==> src/rtl/multi_lane_data_bus_if.sv <==
// Bundle of control, transport and lane signals for multi_lane_data_bus.
// master = control FSM / transport / electrical side, slave = the bus block.
interface multi_lane_data_bus_if #(
  parameter int LANES  = 2,
  parameter int LANE_W = 8
);
  localparam int W = LANES * LANE_W;

  logic [3:0]   d_sel;
  logic         data_os;
  logic [W-1:0] transport_layer_data_in;
  logic [W-1:0] lane_rx;
  logic [W-1:0] lane_tx;
  logic         tx_lanes_on;
  logic         os_sent;
  logic [3:0]   os_in;
  logic [W-1:0] transport_layer_data_out;

  modport master (
    output d_sel, data_os, transport_layer_data_in, lane_rx,
    input  lane_tx, tx_lanes_on, os_sent, os_in, transport_layer_data_out
  );

  modport slave (
    input  d_sel, data_os, transport_layer_data_in, lane_rx,
    output lane_tx, tx_lanes_on, os_sent, os_in, transport_layer_data_out
  );
endinterface

==> src/rtl/multi_lane_data_bus.sv <==
// LANES-wide logical-layer data bus: ordered-set burst sequencer (Tx) and symbol-run detector (Rx).
// Define DATA_BUS_LANE_CHECK_EN to require all lanes to agree before an OS is reported.
module multi_lane_data_bus #(
  parameter int LANES  = 2,
  parameter int LANE_W = 8,
  parameter int OS_LEN = 4
) (
  input logic                  fsm_clk,
  input logic                  rst,
  multi_lane_data_bus_if.slave bus
);
  localparam int W  = LANES * LANE_W;
  localparam int CW = $clog2(OS_LEN + 1);
  localparam logic [CW-1:0] RUN_MAX = CW'(OS_LEN);
  localparam logic [CW-1:0] TX_LAST = CW'(OS_LEN - 1);
`ifdef DATA_BUS_LANE_CHECK_EN
  localparam int RX_LANES = LANES;
`else
  localparam int RX_LANES = 1;
`endif

  typedef enum logic [1:0] {
    IDLE = 2'd0,
    SEND = 2'd1,
    DONE = 2'd2,
    DATA = 2'd3
  } tx_state_t;

  function automatic logic [LANE_W-1:0] os_symbol(input logic [3:0] code);
    return {{(LANE_W-4){1'b1}}, code};
  endfunction

  // Only codes 1..4 are ordered sets; other all-ones-prefixed values count as data.
  function automatic logic is_os_symbol(input logic [LANE_W-1:0] sym);
    return (&sym[LANE_W-1:4]) && (sym[3:0] >= 4'd1) && (sym[3:0] <= 4'd4);
  endfunction

  tx_state_t                       state_r, state_s;
  logic [3:0]                      code_r, code_s;
  logic [CW-1:0]                   tx_cnt_r, tx_cnt_s;
  logic                            sel_valid_s;
  logic [W-1:0]                    lane_tx_r, lane_tx_s;
  logic                            tx_on_r, tx_on_s;
  logic                            os_sent_r, os_sent_s;

  logic [RX_LANES-1:0][LANE_W-1:0] prev_r;
  logic [RX_LANES-1:0][CW-1:0]     run_r, run_s;
  logic                            hit_s;
  logic [3:0]                      os_in_r, os_in_s;
  logic [W-1:0]                    rx_out_r, rx_out_s;

  // Tx next-state: OS requests win over data mode and are ignored while a burst runs
  always_comb begin
    state_s     = state_r;
    code_s      = code_r;
    tx_cnt_s    = tx_cnt_r;
    sel_valid_s = (bus.d_sel >= 4'd1) && (bus.d_sel <= 4'd4);
    case (state_r)
      IDLE, DATA: begin
        if (sel_valid_s) begin
          state_s  = SEND;
          code_s   = bus.d_sel;
          tx_cnt_s = '0;
        end else if (bus.data_os) begin
          state_s = DATA;
        end else begin
          state_s = IDLE;
        end
      end
      SEND: begin
        if (tx_cnt_r == TX_LAST) begin
          state_s = DONE;
        end else begin
          tx_cnt_s = tx_cnt_r + 1'b1;
        end
      end
      DONE:    state_s = IDLE;
      default: state_s = IDLE;
    endcase
  end

  // Tx outputs follow the current state so the first symbol lands one cycle after the request
  always_comb begin
    lane_tx_s = '0;
    tx_on_s   = 1'b0;
    os_sent_s = 1'b0;
    case (state_r)
      SEND: begin
        lane_tx_s = {LANES{os_symbol(code_r)}};
        tx_on_s   = 1'b1;
      end
      DONE: begin
        tx_on_s   = 1'b1;
        os_sent_s = 1'b1;
      end
      DATA: begin
        lane_tx_s = bus.transport_layer_data_in;
        tx_on_s   = 1'b1;
      end
      IDLE:    lane_tx_s = '0;
      default: lane_tx_s = '0;
    endcase
  end

  // Rx run counters per lane; a hit needs every built counter saturated on the lane-0 code
  always_comb begin
    run_s = run_r;
    hit_s = 1'b1;
    for (int k = 0; k < RX_LANES; k++) begin
      if (bus.data_os) begin
        run_s[k] = '0;
      end else if (!is_os_symbol(bus.lane_rx[k*LANE_W +: LANE_W])) begin
        run_s[k] = '0;
      end else if (bus.lane_rx[k*LANE_W +: LANE_W] != prev_r[k]) begin
        run_s[k] = {{(CW-1){1'b0}}, 1'b1};
      end else if (run_r[k] == RUN_MAX) begin
        run_s[k] = RUN_MAX;
      end else begin
        run_s[k] = run_r[k] + 1'b1;
      end
      hit_s = hit_s & (run_s[k] == RUN_MAX) &
              (bus.lane_rx[k*LANE_W +: 4] == bus.lane_rx[3:0]);
    end
    if (bus.data_os) begin
      os_in_s = 4'd0;
    end else if (hit_s) begin
      os_in_s = bus.lane_rx[3:0];
    end else begin
      os_in_s = os_in_r;
    end
    if (bus.data_os) begin
      rx_out_s = bus.lane_rx;
    end else begin
      rx_out_s = '0;
    end
  end

  // State and registered outputs
  always_ff @(posedge fsm_clk or negedge rst) begin
    if (!rst) begin
      state_r   <= IDLE;
      code_r    <= 4'd0;
      tx_cnt_r  <= '0;
      lane_tx_r <= '0;
      tx_on_r   <= 1'b0;
      os_sent_r <= 1'b0;
      prev_r    <= '0;
      run_r     <= '0;
      os_in_r   <= 4'd0;
      rx_out_r  <= '0;
    end else begin
      state_r   <= state_s;
      code_r    <= code_s;
      tx_cnt_r  <= tx_cnt_s;
      lane_tx_r <= lane_tx_s;
      tx_on_r   <= tx_on_s;
      os_sent_r <= os_sent_s;
      prev_r    <= bus.lane_rx[RX_LANES*LANE_W-1:0];
      run_r     <= run_s;
      os_in_r   <= os_in_s;
      rx_out_r  <= rx_out_s;
    end
  end

  assign bus.lane_tx                  = lane_tx_r;
  assign bus.tx_lanes_on              = tx_on_r;
  assign bus.os_sent                  = os_sent_r;
  assign bus.os_in                    = os_in_r;
  assign bus.transport_layer_data_out = rx_out_r;
endmodule

==> src/flat_wrapper.sv <==
// flat-port wrapper written by rule: the top's interface ports become plain ports
module multi_lane_data_bus_flat 
#(
  parameter int LANES  = 2,
  parameter int LANE_W = 8,
  parameter int OS_LEN = 4
)
  (fsm_clk, rst, bus_d_sel, bus_data_os, bus_transport_layer_data_in, bus_lane_rx, bus_lane_tx, bus_tx_lanes_on, bus_os_sent, bus_os_in, bus_transport_layer_data_out);
  multi_lane_data_bus_if #(.LANES(LANES), .LANE_W(LANE_W)) bus_i ();
  input logic fsm_clk;
  input logic rst;
  input wire logic [$bits(bus_i.d_sel)-1:0] bus_d_sel;
  input wire logic [$bits(bus_i.data_os)-1:0] bus_data_os;
  input wire logic [$bits(bus_i.transport_layer_data_in)-1:0] bus_transport_layer_data_in;
  input wire logic [$bits(bus_i.lane_rx)-1:0] bus_lane_rx;
  output wire logic [$bits(bus_i.lane_tx)-1:0] bus_lane_tx;
  output wire logic [$bits(bus_i.tx_lanes_on)-1:0] bus_tx_lanes_on;
  output wire logic [$bits(bus_i.os_sent)-1:0] bus_os_sent;
  output wire logic [$bits(bus_i.os_in)-1:0] bus_os_in;
  output wire logic [$bits(bus_i.transport_layer_data_out)-1:0] bus_transport_layer_data_out;
  assign bus_i.d_sel = bus_d_sel;
  assign bus_i.data_os = bus_data_os;
  assign bus_i.transport_layer_data_in = bus_transport_layer_data_in;
  assign bus_i.lane_rx = bus_lane_rx;
  assign bus_lane_tx = bus_i.lane_tx;
  assign bus_tx_lanes_on = bus_i.tx_lanes_on;
  assign bus_os_sent = bus_i.os_sent;
  assign bus_os_in = bus_i.os_in;
  assign bus_transport_layer_data_out = bus_i.transport_layer_data_out;
  multi_lane_data_bus #(.LANES(LANES), .LANE_W(LANE_W), .OS_LEN(OS_LEN)) u_core (.fsm_clk(fsm_clk), .rst(rst), .bus(bus_i));
endmodule
==> config.mk <==
export PLATFORM = sky130hd
export DESIGN_NAME = multi_lane_data_bus_flat
export DESIGN_NICKNAME = d
export VERILOG_FILES = /design/src/rtl/multi_lane_data_bus_if.sv /design/src/rtl/multi_lane_data_bus.sv /design/src/flat_wrapper.sv
export SDC_FILE = /design/constraint.sdc
export NUM_CORES = 1
export LEC_CHECK = 0
export CORE_MARGIN = 5
export CORE_UTILIZATION = 45
export DETAILED_ROUTE_END_ITERATION = 7
export PLACE_DENSITY = 0.79
export RECOVER_POWER = 50
export SYNTH_ARGS = -nofsm -noshare
export SYNTH_HDL_FRONTEND = slang
export SYNTH_SLANG_ARGS = --single-unit
export TNS_END_PERCENT = 10
==> constraint.sdc <==
create_clock -name fsm_clk -period 2.39 [get_ports fsm_clk]
set_input_delay 0.239 -clock fsm_clk [delete_from_list [all_inputs] [get_ports fsm_clk]]
set_output_delay 0.239 -clock fsm_clk [all_outputs]
set_load 0.005 [all_outputs]
==> results of run 1 <==
what timing repair did:
action	CTS	global route
endpoints found under the hold margin	58	0
hold buffers	1	0
gates resized for setup	0	0
state kept, by name (all words and copies together), names as in the netlist, 2 cells and up:
name and cells:
u_core.bus.lane_tx 16, u_core.bus.os_in 4, u_core.bus.transport_layer_data_out 16, u_core.code_r 4, u_core.prev_r 8, u_core.run_r 3, u_core.state_r 2, u_core.tx_cnt_r 3
cell families after synthesis:
| kind of cell | count (synthesis) |
|---|---|
| simple gates | 50 |
| compound gates | 27 |
| xor+xnor | 9 |
| fa+ha+maj | 8 |
| buf+inv | 14 |
| mux | 7 |
| flops | 58 |
metrics by stage:
stage          power (W)  utilization
2_1_floorplan    0.00167            -
3_3_place_gp     0.00212        0.647
3_5_place_dp     0.00215        0.647
4_1_cts          0.00292        0.684
5_1_grt          0.00307        0.682
6_report         0.00288        0.682
final timing paths:
check	startpoint	endpoint	slack (ns)	cells after the start
max	u_core.run_r[0]$_DFF_PN0_	u_core.bus.os_in[1]$_DFFE_PN0P_	0.42	5
min	bus_lane_rx[10]	u_core.bus.transport_layer_data_out[10]$_DFF_PN0_	0.49	2
max reg2reg	u_core.run_r[0]$_DFF_PN0_	u_core.bus.os_in[1]$_DFFE_PN0P_	0.42	5
min reg2reg	u_core.code_r[1]$_DFFE_PN0P_	u_core.bus.lane_tx[9]$_DFF_PN0_	0.52	1
max in group asynchronous	rst	u_core.state_r[1]$_DFFE_PN0P_	0.92	3
min in group asynchronous	rst	u_core.bus.transport_layer_data_out[5]$_DFF_PN0_	0.72	3
layout by cell type, fill, tap and decap left out, drive strengths merged, types with 2 or more instances in the layout:
master	count
clkdlybuf4s50	66
dfrtp	58
and2	17
clkbuf	16
dlygate4sd3	10
xnor2	9
inv	8
a21o	8
a22o	8
ha	8
nand3	7
mux2	7
nor2b	5
o21ai	5
nand4	3
nor2	3
nand3b	3
clkinv	3
or4	3
or3	2
a21oi	2
nor3	2
a31oi	2
worst register-to-register path, stage by stage (launching register included):
cell and delay [ns]:
dfrtp_1 0.38, inv_1 0.07, ha_1 0.31, o31a_1 0.32
or4_4 0.45, mux2_1 0.33
routing by layer:
layer | up-vias | share of wire | GRT usage
met5 | - | 0 | 0
met4 | 0 | 0.017 | 0.0760
met3 | 8 | 0.043 | 0.0377
met2 | 31 | 0.51 | 0.271
met1 | 765 | 0.42 | 0.202
li1 | 764 | - | -
cell type report:
class	instances	area [um2]
Clock buffer	12	155
Clock inverter	3	15.0
Fill cell	389	1530
Inverter	8	30.0
Multi-Input combinational cell	101	764
Sequential cell	58	1450
Tap cell	67	83.8
Timing Repair Buffer	81	785
power groups by stage:
stage | Combinational (W) | Clock, W | Sequential, W
floorplan | 0.000375 | 0 | 0.00129
global route | 0.000944 | 0.000844 | 0.00128
detailed placement | 0.000865 | 0 | 0.00128
finish | 0.000854 | 0.000765 | 0.00126
CTS | 0.000874 | 0.000787 | 0.00126
global placement | 0.000838 | 0 | 0.00128
==> out/metrics.yaml, run 1 <==
yosysTopAreaCell: "dfrtp_1"
clockPowerShare: 0.265
status: "finished clean"
criticalPathCategory: "reg2reg"
synth_xor_area_frac: 0.0347
synth_mux_area_frac: 0.0347
grt_pass1_vias: 1687
start_kind: "flop"
synth_compound_area_frac: 0.0866
cpPeakStageDelay_ns: 0.45
hp-class: "in2reg"
layout.nets: 306
cp.arrival_ns: 2.17
dp.cells: 314
whs_ns: 0.492
io_buffers: 76
ys.warnings.count: 0
grt_first_pass_wirelength_mm: 8.05
synth_area_leaders: "dfrtp_1, and2_1, ha_1, xnor2_1, a22o_1"
seqPwrFrac: 0.438
power.leakage_nw: 1.51
core_region_area_mm2: 0.00482
rsz0062_at_grt: "no"
pre_cts_ws_ns: 0.200
synth_edf_count: 0
async_reset_ff_frac: 1.00
p_switching_w: 0.000783
drc: 0
tightest_slew_ns: 1.12
fmax_mhz: 507
setup_tns_ns: 0
postPlaceCellArea_mm2: 0.00312
grt_max_degree: 38
slowest_stage: "or4_4"
seq_area_frac_synth: 0.640
final.setup.worst_slack_ns: 0.417
firstDrtPassIters: 4
vdd.ir_drop.worst_mv: 0.538
rows: 25
via_per_inst: 4.75
synthSimpleGateAreaFrac: 0.137
synth_cell_types: 29
dieArea_mm2: 0.00656
final_antenna_net_count: 0
slew_headroom: 0.250
synth-main-ff-cell: "dfrtp_1"
clock_latency_ns: 0.32
crit_path_max_fanout: 4
synth_area_mm2: 0.00227
crit_chain: "inv_1, ha_1, o31a_1, or4_4, mux2_1"
hold_viol_final: 0
h-tree-depth: 3
syn_avg_cell_area_um2: 13.1
overflow: 0
area_delta_synth_final_pct: 44.8
drive_gt1_frac: 0.0837
setup_viol: 0
gp_congestion: 0.806
cts_sinks: 58
cp_num_buf_inv: 1
power_frac_comb: 0.296
layoutNonFillerInstCount: 330
synth_top_family_by_area: "simple AND/OR/NAND/NOR gates"
antenna_found_initial: 0
postCtsSetupRepairBufs: 0
synth_nets: 220
synth_top_area_share: 0.640
p_per_area_mw_per_mm2: 877
synth-adder-area-share: 0.0441
syn_inst: 173
swShare: 0.272
cp-end-kind: "flop"
initial_core_util: 0.471
num_antenna_cells: 0
ctsLongestPathBuffers: 2
cts_buffers: 9
yosys-top-cells-count: "dfrtp_1, and2_1, xnor2_1"
cts_tree: "yes"
maxCapViolCount: 0
synth_most_common_cell: "dfrtp_1"
drv_slew: 0
clk_pin_slew_ns: 0.06
final_design_area_no_fill_mm2: 0.00328
num_vias: 1568
clock-root-buffer: "clkbuf_8"
dr.first_iter.drc_count: 86
hpwl_mm: 3.60
skew_ns: 0.00547
io_pins: 77
post_drt_wl_per_cell_um: 14.8
min_period_ns: 1.97
fp.dieH_um: 81
drt-total-wl_mm: 4.89
finalCritPeriodShare: 0.826
fp.dieW_um: 81
p_int_w: 0.00210
grt_usage: 0.163
cp_top_family: "simple AND/OR/NAND/NOR gates"
cp_data_required_time_ns: 2.59
ys_ff_latch: 58
No activity file was read; power rests on OpenSTA's default activity.
==> run 2, diff against run 1 <==
- CORE_UTILIZATION: 45 -> 40
- PLACE_DENSITY: 0.79 -> 0.75
- clock period: 2.39 -> 1.6 ns (I/O delays scaled with it)
==> run 2 against run 1 <==
The flow now finishes with violations (setup timing); clock power increased by 54%; count of clock-buffer cells in the layout is the same; core utilization decreased by 4.4 points.
==> out/metrics.yaml, run 2 (synthesis gave the netlist of run 1 again) <==
cpPeakStageDelay_ns: 0.46
drive_gt1_frac: 0.196
grt_max_degree: 22
antenna_found_initial: 0
hold_viol_final: 0
ctsLongestPathBuffers: 2
h-tree-depth: 3
io_pins: 77
via_per_inst: 4.77
clock_latency_ns: 0.33
rsz0062_at_grt: "yes"
tightest_slew_ns: 0.582
setup_viol: 6
hp-class: "in2async"
dp.cells: 341
grt_usage: 0.154
fp.dieH_um: 85.3
initial_core_util: 0.412
drt-total-wl_mm: 5.23
criticalPathCategory: "reg2reg"
num_vias: 1704
core_region_area_mm2: 0.00551
start_kind: "flop"
r2r_start: "u_core.run_r[0]$_DFF_PN0_"
rows: 27
pre_cts_ws_ns: -0.485
vdd.ir_drop.worst_mv: 0.661
p_per_area_mw_per_mm2: 1300
clk_pin_slew_ns: 0.07
cp_data_required_time_ns: 1.81
final.setup.worst_slack_ns: -0.309
skew_ns: 0.00788
layout.nets: 328
cp.arrival_ns: 2.12
layoutNonFillerInstCount: 357
grt_pass1_vias: 1846
gp_congestion: 0.826
final_antenna_net_count: 0
slew_headroom: 0.612
post_drt_wl_per_cell_um: 14.6
clock-root-buffer: "clkbuf_8"
maxCapViolCount: 0
num_antenna_cells: 0
fmax_mhz: 524
drv_slew: 0
io_buffers: 76
dieArea_mm2: 0.00728
status: "finished with violations"
r2r-end: "u_core.bus.os_in[1]$_DFFE_PN0P_"
layout_common_cells: "clkdlybuf4s50_1, dfrtp_1, buf_4"
dr.first_iter.drc_count: 66
crit_path_max_fanout: 4
final_design_area_no_fill_mm2: 0.00351
drc: 0
cts_buffers: 9
area_delta_synth_final_pct: 54.9
min_period_ns: 1.91
reg2reg_slack_ns: -0.31
overflow: 0
fp.dieW_um: 85.3
cts_sinks: 58
finalCritPeriodShare: 1.19
reg2regPathDepth: 5
firstDrtPassIters: 4
cp-end-kind: "flop"
postPlaceCellArea_mm2: 0.00331
grt_first_pass_wirelength_mm: 8.78
final_common_cell: "clkdlybuf4s50_1"
slowest_stage: "or4_4"
cts_tree: "yes"
crit_chain: "ha_2, xnor2_1, o31a_1, or4_4, mux2_1"
power.leakage_nw: 1.64
violations: "setup timing"
hpwl_mm: 3.84
[run 2: cell types whose count changed in the layout (fill, tap and decap cells not counted), sizes merged]
| cell | previous run | this run |
|---|---|---|
| clkbuf | 16 | 15 |
| buf | 1 | 24 |
[run 2: routing by layer]
| metal | vias to the layer above | track usage | share of wire |
|---|---|---|---|
| met4 | 0 | 0.0705 | 0.026 |
| met2 | 43 | 0.253 | 0.51 |
| li1 | 809 | - | - |
| met5 | - | 0 | 0 |
| met3 | 11 | 0.0650 | 0.071 |
| met1 | 841 | 0.175 | 0.39 |
[run 2: power by group]
group	internal [W]	switching, W
combinational	0.000926	0.000601
sequential	0.00177	0.000112
clock	0.000630	0.000546
total	0.00332	0.00126
[run 2: stage by stage]
stage / setup TNS, ns / hold WS [ns] / total power (W) / utilization
floorplan: -0.966 / -0.136 / 0.00249 / -
global placement: -2.50 / 0.159 / 0.00336 / 0.601
detailed placement: -2.95 / 0.164 / 0.00341 / 0.601
CTS: -1.17 / 0.342 / 0.00464 / 0.643
global route: -1.45 / 0.377 / 0.00486 / 0.638
finish: -1.11 / 0.328 / 0.00458 / 0.638
[run 2: timing repair]
item,in CTS,in global routing
endpoints found under the setup margin,7,9
hold buffers,1,0
pin swaps,3,1
gates resized for setup,10,2
buffers inserted,0,0
hold endpoints to repair,19,0
[run 2: worst max-delay path by stage]
stage,from,endpoint,slack [ns],depth (start not counted)
floorplan,u_core.run_r[0]$_DFF_PN0_,u_core.bus.os_in[0]$_DFFE_PN0P_,-0.23,5
global placement,bus_lane_rx[6],u_core.bus.os_in[0]$_DFFE_PN0P_,-0.44,5
detailed placement,bus_lane_rx[3],u_core.bus.os_in[1]$_DFFE_PN0P_,-0.48,5
CTS,u_core.run_r[0]$_DFF_PN0_,u_core.bus.os_in[1]$_DFFE_PN0P_,-0.33,5
global route,u_core.run_r[0]$_DFF_PN0_,u_core.bus.os_in[0]$_DFFE_PN0P_,-0.34,5
finish,u_core.run_r[0]$_DFF_PN0_,u_core.bus.os_in[1]$_DFFE_PN0P_,-0.31,5
[run 2: critical path: cells and delay by family (launching register included)]
family / cells / cell delay [ns]
multiplexers: 1 / 0.33
AND/OR/NAND/NOR: 1 / 0.46
flip-flops: 1 / 0.41
adder cells (fa/ha/maj): 1 / 0.21
AO/OA/AOI/OAI: 1 / 0.26
XOR/XNOR: 1 / 0.13
[run 2: final cells by class]
| cell class | instances | area (um2) |
|---|---|---|
| Fill cell | 432 | 1990 |
| Sequential cell | 58 | 1450 |
| Timing Repair Buffer | 103 | 960 |
| Multi-Input combinational cell | 101 | 813 |
| Clock buffer | 12 | 155 |
| Tap cell | 72 | 90.1 |
| Inverter | 8 | 30.0 |
| Clock inverter | 3 | 15.0 |
==> run 3, diff against run 2 <==
- CTS_BUF_LIST: default -> sky130_fd_sc_hd__clkbuf_16
- GPL_ROUTABILITY_DRIVEN: default -> 0
- SLEW_MARGIN: default -> 0
==> run 3 against run 2 <==
The run still ends with setup timing left; global-route usage rose by 0.25 points; register-to-register slack barely moved; sequential power barely moved; non-clock buffer count did not move; worst hold slack improved by 0.018 ns; combinational power barely moved; die area did not move; fmax rose by 0.12%; design area rose by 2.7%; clock skew fell by 0.0018 ns; flip-flop and latch count did not move; count of clock-buffer cells in the layout fell by 3; largest cell class unchanged.
==> out/metrics.yaml, run 3 (synthesis gave the netlist of run 1 again) <==
fmax_mhz: 525
clk_pin_slew_ns: 0.05
hpwl_mm: 3.84
seqPwrFrac: 0.375
p_per_area_mw_per_mm2: 1390
postCtsSetupRepairBufs: 0
layout.nets: 328
drt-total-wl_mm: 5.30
cpPeakStageDelay_ns: 0.46
via_per_inst: 4.72
initial_core_util: 0.412
area_delta_synth_final_pct: 59.1
final_antenna_net_count: 0
clock-root-buffer: "clkbuf_16"
r2r_start: "u_core.run_r[0]$_DFF_PN0_"
hold_viol_final: 0
power_frac_comb: 0.306
ctsLongestPathBuffers: 2
cp_num_buf_inv: 1
layout_common_cells: "clkdlybuf4s50_1, dfrtp_1, buf_4"
grt.busiest_layer: "met2"
core_region_area_mm2: 0.00551
grt_first_pass_wirelength_mm: 8.89
cts_sinks: 58
crit_chain: "inv_2, ha_4, o31a_1, or4_4, mux2_1"
drive_gt1_frac: 0.200
h-tree-depth: 3
grtUsageMet1: 0.188
grtUsageMet2: 0.253
tightest_slew_ns: 0.613
maxCapViolCount: 0
cts_buffers: 9
crit_path_max_fanout: 4
grt_max_degree: 22
cp_data_required_time_ns: 1.79
p_switching_w: 0.00131
min_period_ns: 1.91
setup_viol: 6
r2r-end: "u_core.bus.os_in[1]$_DFFE_PN0P_"
io_buffers: 76
finalCritPeriodShare: 1.19
firstDrtPassIters: 4
grt_use_met3: 0.0515
cp-end-kind: "flop"
reg2regPathDepth: 5
power.total_w: 0.00502
io_pins: 77
final-seq-area_mm2: 0.00145
cp_top_family: "simple AND/OR/NAND/NOR gates"
num_antenna_cells: 0
final.setup.worst_slack_ns: -0.306
fin_util: 0.655
fp.dieW_um: 85.3
vdd.ir_drop.worst_mv: 0.882
rsz0062_at_grt: "yes"
power.leakage_nw: 1.69
num_vias: 1686
cp.arrival_ns: 2.10
clockPowerShare: 0.319
criticalPathCategory: "reg2reg"
fillers: 431
fp.dieH_um: 85.3
rows: 27
antenna_found_initial: 0
status: "finished with violations"
p_int_w: 0.00370
post_drt_wl_per_cell_um: 14.8
overflow: 0
dieArea_mm2: 0.00728
hp-class: "in2async"
slew_headroom: 0.591
skew_ns: 0.00610
grt_pass1_vias: 1837
grt_usage: 0.157
violations: "setup timing"
dr.first_iter.drc_count: 80
drc: 0
start_kind: "flop"
clock_latency_ns: 0.32
final_common_cell: "clkdlybuf4s50_1"
reg2reg_slack_ns: -0.31
cts_tree: "yes"
swShare: 0.262
drv_slew: 0
multiInputGateArea_um2: 826
slowest_stage: "or4_4"
==> run 3: what timing repair did <==
action | 4_1_cts | 5_1_grt
endpoints found under the setup margin | 7 | 9
gates resized for setup | 10 | 5
hold buffers | 1 | 0
hold endpoints to repair | 19 | 0
pin swaps | 3 | 1
==> run 3: power groups by stage <==
stage               sequential (W)  clock, W  combinational [W]
CTS                        0.00189   0.00164            0.00156
finish                     0.00188   0.00160            0.00154
global placement           0.00189         0            0.00147
floorplan                  0.00193         0           0.000560
detailed placement         0.00190         0            0.00151
global route               0.00192   0.00172            0.00168
==> run 3: how the worst max path moves through the flow <==
stage / slack (ns) / cells past startpoint / from / to
floorplan: -0.23 / 5 / u_core.run_r[0]$_DFF_PN0_ / u_core.bus.os_in[0]$_DFFE_PN0P_
global placement: -0.44 / 5 / bus_lane_rx[6] / u_core.bus.os_in[0]$_DFFE_PN0P_
detailed placement: -0.48 / 5 / bus_lane_rx[3] / u_core.bus.os_in[1]$_DFFE_PN0P_
CTS: -0.32 / 5 / u_core.run_r[0]$_DFF_PN0_ / u_core.bus.os_in[1]$_DFFE_PN0P_
global route: -0.35 / 5 / u_core.run_r[0]$_DFF_PN0_ / u_core.bus.os_in[1]$_DFFE_PN0P_
finish: -0.31 / 5 / u_core.run_r[0]$_DFF_PN0_ / u_core.bus.os_in[1]$_DFFE_PN0P_
==> run 3: metrics by stage <==
step	hold slack (ns)	cell area [um2]	cells	worst slack [ns]	setup TNS, ns
global route	0.401	3610	357	-0.350	-1.53
CTS	0.364	3620	357	-0.322	-1.17
global placement	0.159	3310	341	-0.438	-2.50
detailed placement	0.164	3310	341	-0.485	-2.95
floorplan	-0.136	2270	173	-0.234	-0.966
finish	0.345	3610	357	-0.306	-1.08
==> run 3: per-layer routing <==
layer  wire, um  vias to the layer above
met5          0                        -
met4        104                        0
met3        350                        9
met2       2740                       44
met1       2110                      824
li1           -                      809
==> run 3: layout make-up <==
cell class,count,share of cell area
clock buffers,9,0.0624
inverters,8,0.00832
repair buffers,103,0.266
flip-flops and latches,58,0.402
clock inverters,6,0.00728
well taps,72,0.0250
multi-input cells,101,0.229
